--- src/rtl/serial_pattern_tx.sv ---
// serial_pattern_tx
//   Serial bit-stream source for the consecutive-bit detector. Parallel words
//   are accepted over a valid/ready handshake and shifted out MSB-first on w,
//   one bit per clock. expected_z is a cycle-accurate model of the detector's
//   z output (z=1 in the cycle after two equal consecutive w values).
//
//   Optional feature: define PARITY_EN to append one even-parity bit
//   (XOR of the accepted word) after the WIDTH payload bits.
//
// Ports
//   clk         rising-edge clock
//   Reset       synchronous active-high reset
//   data_in     word to transmit, sampled on accept
//   load_valid  data_in valid
//   load_ready  transmitter can accept a word this cycle
//   w           serial bit to the detector (registered)
//   w_valid     w carries a payload (or parity) bit this cycle
//   busy        word in flight (FSM not in IDLE)
//   done        one-cycle pulse after the final bit slot of a word
//   expected_z  predicted detector z, aligned to the detector's z
//
// Handshake: a word is accepted at a rising edge where load_valid and
// load_ready are both 1. load_valid is ignored while load_ready is 0, and
// data_in is not looked at again after the accept.

module serial_pattern_tx #(
    parameter int unsigned WIDTH      = 8,
    parameter bit          IDLE_LEVEL = 1'b0
) (
    input  logic             clk,
    input  logic             Reset,
    input  logic [WIDTH-1:0] data_in,
    input  logic             load_valid,
    output logic             load_ready,
    output logic             w,
    output logic             w_valid,
    output logic             busy,
    output logic             done,
    output logic             expected_z
);

    // One-hot state vector; the PARITY bit only exists with the feature on.
`ifdef PARITY_EN
    localparam int NS       = 3;
    localparam int S_PARITY = 2;
`else
    localparam int NS       = 2;
`endif
    localparam int S_IDLE  = 0;
    localparam int S_SHIFT = 1;
    localparam int CW      = $clog2(WIDTH);

    logic [NS-1:0]    state_q, state_d;
    logic [WIDTH-1:0] shreg_q, shreg_d;
    logic [CW-1:0]    cnt_q, cnt_d;
`ifdef PARITY_EN
    logic             parity_q, parity_d;
`endif

    logic accept;
    logic last_bit;
    logic w_d, w_valid_d, done_d;

    // Detector model state
    logic seen_q;
    logic prev_q;

    // ------------------------------------------------------------------
    // State register (also holds the registered outputs)
    // ------------------------------------------------------------------
    always_ff @(posedge clk) begin
        if (Reset) begin
            state_q    <= NS'(1) << S_IDLE;
            shreg_q    <= '0;
            cnt_q      <= '0;
`ifdef PARITY_EN
            parity_q   <= 1'b0;
`endif
            w          <= IDLE_LEVEL;
            w_valid    <= 1'b0;
            done       <= 1'b0;
            seen_q     <= 1'b0;
            prev_q     <= 1'b0;
            expected_z <= 1'b0;
        end else begin
            state_q    <= state_d;
            shreg_q    <= shreg_d;
            cnt_q      <= cnt_d;
`ifdef PARITY_EN
            parity_q   <= parity_d;
`endif
            w          <= w_d;
            w_valid    <= w_valid_d;
            done       <= done_d;
            // The detector samples w every clock; z follows one cycle after
            // the second of two equal samples.
            seen_q     <= 1'b1;
            prev_q     <= w;
            expected_z <= seen_q && (w == prev_q);
        end
    end

    // ------------------------------------------------------------------
    // Next-state logic
    // ------------------------------------------------------------------
    always_comb begin
        state_d = '0;
        shreg_d = shreg_q;
        cnt_d   = cnt_q;
`ifdef PARITY_EN
        parity_d = accept ? ^data_in : parity_q;
`endif
        if (accept) begin
            // Also covers a back-to-back accept during the last-bit slot.
            state_d[S_SHIFT] = 1'b1;
            shreg_d          = data_in;
            cnt_d            = CW'(WIDTH - 1);
        end else if (state_q[S_SHIFT]) begin
            if (cnt_q != '0) begin
                state_d[S_SHIFT] = 1'b1;
                shreg_d          = shreg_q << 1;
                cnt_d            = cnt_q - 1'b1;
            end else begin
`ifdef PARITY_EN
                state_d[S_PARITY] = 1'b1;
`else
                state_d[S_IDLE]   = 1'b1;
`endif
            end
        end else begin
            // IDLE with no accept, or PARITY with no follow-on word.
            state_d[S_IDLE] = 1'b1;
        end
    end

    // ------------------------------------------------------------------
    // Output logic
    // ------------------------------------------------------------------
    always_comb begin
        last_bit = state_q[S_SHIFT] && (cnt_q == '0);
`ifdef PARITY_EN
        load_ready = state_q[S_IDLE] || state_q[S_PARITY];
        done_d     = state_q[S_PARITY];
`else
        load_ready = state_q[S_IDLE] || last_bit;
        done_d     = last_bit;
`endif
        accept    = load_valid && load_ready;
        busy      = !state_q[S_IDLE];
        w_valid_d = !state_d[S_IDLE];
        // w is loaded with the bit that belongs to the upcoming cycle.
        if (state_d[S_SHIFT]) begin
            w_d = shreg_d[WIDTH-1];
`ifdef PARITY_EN
        end else if (state_d[S_PARITY]) begin
            w_d = parity_d;
`endif
        end else begin
            w_d = IDLE_LEVEL;
        end
    end

endmodule

--- config.mk ---
export PLATFORM = sky130hd
export DESIGN_NAME = serial_pattern_tx
export DESIGN_NICKNAME = d
export VERILOG_FILES = /design/src/rtl/serial_pattern_tx.sv
export SDC_FILE = /design/constraint.sdc
export NUM_CORES = 1
export LEC_CHECK = 0
export BUFFER_PORTS_ARGS = -buffer_cell sky130_fd_sc_hd__buf_2
export CAP_MARGIN = 15
export CORE_MARGIN = 2
export CORE_UTILIZATION = 45
export DETAILED_ROUTE_END_ITERATION = 8
export GPL_TIMING_DRIVEN = 0
export HOLD_SLACK_MARGIN = 0.1
export PLACE_DENSITY_LB_ADDON = 0.1
export SLEW_MARGIN = 20
export SYNTH_ARGS = -nofsm -noshare
export SYNTH_HDL_FRONTEND = slang
export SYNTH_SLANG_ARGS = --single-unit
--- constraint.sdc ---
create_clock -name clk -period 1.22 [get_ports clk]
set_input_delay 0.122 -clock clk [delete_from_list [all_inputs] [get_ports clk]]
set_output_delay 0.122 -clock clk [all_outputs]
set_load 0.03 [all_outputs]
* Word-level counts from Yosys, hierarchy flattened
Cells that the tools add are included.
Storage, ports and cells: logic and storage cells 38, input port bits 11, output and inout port bits 6, flip-flop bits (word level) 19
Operators by class: equal/unequal tests 1, bitwise logic cells 1, reductions and logical operators 12, add/sub/neg operators 1, muxes and demuxes 13
Operators with widths (count):
- $mux W8 | 3
- $mux W3 | 3
- $mux W1 | 7
- $reduce_bool A2 Y1 | 2
- $logic_and A1 B1 Y1 | 3
- $logic_not A3 Y1 | 1
- $reduce_bool A3 Y1 | 1
- $sub A3 B1 Y3 const B | 1
- $logic_not A1 Y1 | 2
- $reduce_and A2 Y1 | 1
- $reduce_or A2 Y1 | 1
- $eq A1 B1 Y1 | 1
- $logic_or A1 B1 Y1 | 1
- $not A1 Y1 | 1

* Depth between registers and ports, before layout
word-level depth 7, gate-level depth with buffers 6, mapped depth without buffers 6

* Worst setup path after synthesis
OpenSTA, ideal clock, no wires.
path kind reg-to-reg, start register, netlist name w_valid, end register shreg_q[0], setup time 0.070 ns, clock period less this slack 1.609 ns, data required time 1.150 ns, stages on the path, launching flop included 5, path buffers 0, setup slack -0.389 ns, data arrival time 1.539 ns, path through dfxtp_1 > inv_2 > o21ai_1 > nand3_1 > a21oi_1
RTL lines:
- to (signal assigned) | RTL line 87 | shreg_q <= shreg_d;
- to (decl) | RTL line 54 | logic [WIDTH-1:0] shreg_q, shreg_d;

* Final worst setup path
start register cnt_q[0], end register shreg_q[4]
On the way: longest elaborated chain between the ends 6, elaborated cells between the ends (all ways) 9, those cells by class 1 x mux; 8 x reduce/logical
RTL lines:
- from (decl) | RTL line 55 | logic [CW-1:0] cnt_q, cnt_d;
- from (signal assigned) | RTL line 88 | cnt_q <= cnt_d;
- $logic_not A3 Y1 | RTL line 140 | last_bit = state_q[S_SHIFT] && (cnt_q == '0);
- $logic_and A1 B1 Y1 | RTL line 140
- $logic_or A1 B1 Y1 | RTL line 145 | load_ready = state_q[S_IDLE] || last_bit;
- $logic_and A1 B1 Y1 | RTL line 148 | accept = load_valid && load_ready;
- $reduce_bool A2 Y1 (no source line)
- $reduce_and A2 Y1 (no source line)
Several ways; a longest one is shown, not always the timed one. A chain may end at the register's enable or synchronous reset.

==> run_results.csv <==
group,metric,value,unit
run_status,status,"complete, but fails checks",
run_status,violations,"setup timing",
setup_path,critical_path_class,"flop to flop",
synthesis,synthFlopType,"dfxtp_1",
timing,rsz0062_at_grt,"true",
floorplanning,pin_count,17,
synthesis,synth_top_area_cell,"dfxtp_1",
final_layout,nNetsFinal,125,
synthesis,synth.most_common_cell,"dfxtp_1",
grt,antenna_found_initial,0,
floorplanning,fp-row-count,14,
power_and_ir_drop,p_seq_share,47.7,%
synthesis,yosys-top-cells-area,"dfxtp_1 (46%), a221oi_1 (7.1%), a211oi_1 (6.1%)",
grt,grt_overflow,0,
timing,finalCriticalPeriod,1.38,ns
setup_path,worst_setup_path_start_kind,"flop",
setup_path,arrival,1.53,ns
timing,tightestPinTransition,0.486,ns
synthesis,synth_commonest_cells,"dfxtp_1 (17), o21ai_0 (8), a21oi_1 (7)",
detailed_routing,drc,0,
timing,slew_headroom,67.6,%
timing,setup_slack,-0.155,ns
synthesis,synth-edff-count,0,
synthesis,synth_seq_cells,17,
cts,cts_tree,"built",
detailed_routing,wl_per_cell,15.1,um
synthesis,synth-async-reset-ratio,0,%
floorplanning,start_util,48.9,%
power_and_ir_drop,p_comb_share,30.6,%
placement,dpl-instance-area,915,um^2
final_layout,utilization,71.0,%
floorplanning,die_area,2000,um^2
setup_path,end_kind,"flop",
synthesis,synth_top_area_share,45.7,%
synthesis,yosysWarnings,0,
synthesis,yosysUniqueCellTypes,26,
flow_run,cap_violations,0,
power_and_ir_drop,p_sw,455,uW
detailed_routing,wl,1920,um
final_layout,area_delta_synth_final,45.4,%
floorplanning,die_h,44.7,um
timing,hold-worst-slack,0.110,ns
grt,grt_max_degree,10,
final_layout,final_area,1080,um^2
timing,skew,0.00148,ns
synthesis,ys_seq_area_share,45.7,%
synthesis,synth_cells,83,
cts,clockBufferDepth,2,
placement,gp_congestion,0.784,
min_path,hold_class,"input port to flop",
detailed_routing,viasPerCell,5.64,
detailed_routing,drt_iter0_drc,13,
cts,worstSkewPairLatency,0.28,ns
setup_path,crit_required,1.38,ns
timing,fmax,727,MHz
synthesis,synth_nets,96,
timing,finalCritPeriodShare,113,%
power_and_ir_drop,power_density,1290,nW/um^2
timing,finalHoldViolCount,0,
detailed_routing,drtPass1Iterations,5,
cts,clock-sinks,17,
final_layout,drive_above_1_share,48.6,%
floorplanning,core,1520,um^2
power_and_ir_drop,pwr-share-clk,21.6,%
grt,grt_pass1_wl,3240,um
placement,numPortBuffers,16,
cts,cts_root_buf,"clkbuf_4",
detailed_routing,drtAntennaViolNets,0,
timing,maxSlewViolCount,0,
power_and_ir_drop,p_leak,0.000440,uW
power_and_ir_drop,p_int,939,uW
cts,cts_buffers,3,
placement,hpwl,1170,um
synthesis,syn_area,744,um^2
floorplanning,fp.dieW,44.7,um
grt,grt_usage,22.4,%
power_and_ir_drop,ir_drop,0.964,mV
grt,grt_pass1_vias,753,
power_and_ir_drop,sw_frac_of_total,32.6,%
timing,finalSetupViolCount,12,
cts,clk_pin_slew,0.10,ns
detailed_routing,via_count,716,
power_and_ir_drop,total_power,1390,uW
cts,cts-htree-levels,1,
final_layout,diodes,0,
setup_path,crit_path_max_fanout,8,
synthesis,syn_avg_cell_area,8.97,um^2
## critical path: stages (launching register included)
cell and delay, ns:
dfxtp_2 0.34, inv_2 0.08, ha_4 0.16, nor2b_4 0.20
nor2_4 0.10, a221oi_2 0.27, a211oi_2 0.10
## cells in the final DEF (no fill, tap or decap)
| cell | n |
|---|---|
| a211oi_1 | 4 |
| a211oi_2 | 2 |
| a21oi_1 | 5 |
| a21oi_2 | 2 |
| a221oi_2 | 6 |
| and2_0 | 1 |
| and2_1 | 1 |
| and3_1 | 1 |
| and3b_2 | 1 |
| buf_12 | 1 |
| buf_2 | 15 |
| buf_4 | 3 |
| buf_6 | 2 |
| clkbuf_1 | 2 |
| clkbuf_2 | 1 |
| clkbuf_4 | 3 |
| dfxtp_1 | 12 |
| dfxtp_2 | 5 |
| dlygate4sd3_1 | 2 |
| ha_2 | 1 |
| ha_4 | 1 |
| inv_1 | 3 |
| inv_2 | 3 |
| nand2_1 | 4 |
| nand2b_4 | 2 |
| nand3_1 | 3 |
| nand4_1 | 1 |
| nor2_1 | 6 |
| nor2_4 | 1 |
| nor2b_1 | 1 |
| nor2b_4 | 1 |
| nor3_1 | 2 |
| o21ai_0 | 7 |
| o21ai_1 | 1 |
| o21ai_4 | 4 |
| xnor2_1 | 1 |
## metrics by stage
step / worst slack [ns] / std cells / TNS (ns)
final: -0.155 / 127 / -1.14
after global routing: -0.233 / 127 / -2.02
after CTS: -0.117 / 125 / -1.02
after detailed placement: -0.138 / 115 / -0.969
after global placement: -0.127 / 115 / -0.856
after floorplan: 0.00349 / 83 / 0
## cell families after synthesis
group                      Yosys count  share of synthesized area (%)
and+or+nand+nor                     25                           18.8
xor gates and xnor gates             1                           1.18
buffers and inverters                8                           4.20
DFF                                 17                           45.7
AOI/OAI and AO/OA                   30                           26.7
adders and majority gates            2                           3.36
## registers in the layout, indices dropped and copies added (netlist names)
| register | count |
|---|---|
| prev_q | 1 |
| expected_z | 1 |
| seen_q | 1 |
| shreg_q | 7 |
| state_q | 1 |
| w | 1 |
| done | 1 |
| cnt_q | 3 |
| w_valid | 1 |
## final timing paths
path / startpoint / endpoint / slack [ns] / cells after the start
setup / recovery: cnt_q[0]$_SDFFE_PP0P_ / shreg_q[4]$_SDFFE_PP0P_ / -0.16 / 6
hold reg to reg: seen_q$_DFF_P_ / expected_z$_SDFF_PP0_ / 0.47 / 1
setup reg to reg: cnt_q[0]$_SDFFE_PP0P_ / shreg_q[4]$_SDFFE_PP0P_ / -0.16 / 6
hold / removal: data_in[1] / shreg_q[1]$_SDFFE_PP0P_ / 0.11 / 3
## area by class of cell
class | instances | area (um^2)
flip-flops and latches | 17 | 347
plain buffers | 2 | 8.76
multi-input cells | 59 | 498
well taps | 16 | 20.0
fillers | 120 | 442
repair buffers | 23 | 160
inverters | 6 | 22.5
clock buffers | 4 | 26.3
## power by group through the flow
stage	clock (uW)	combinational [uW]	sequential, uW
2_1_floorplan	0	232	679
3_3_place_gp	0	317	668
3_5_place_dp	0	323	670
4_1_cts	309	377	660
5_1_grt	340	468	673
6_report	301	427	666
## what timing repair did
| action | in CTS | in global routing |
|---|---|---|
| cloned | 1 | 0 |
| hold endpoints to repair | 5 | 0 |
| gates resized for setup | 6 | 12 |
| pin swaps | 4 | 6 |
| hold buffers | 2 | 0 |
| buffers inserted | 3 | 2 |
| endpoints found under the setup margin | 10 | 15 |
## routing by layer
metal,track usage [%],wire (um)
met2,35.1,927
met4,11.5,18
met5,0,0
met3,4.90,71
met1,28.6,903
Power figures use the tool's default switching activity.
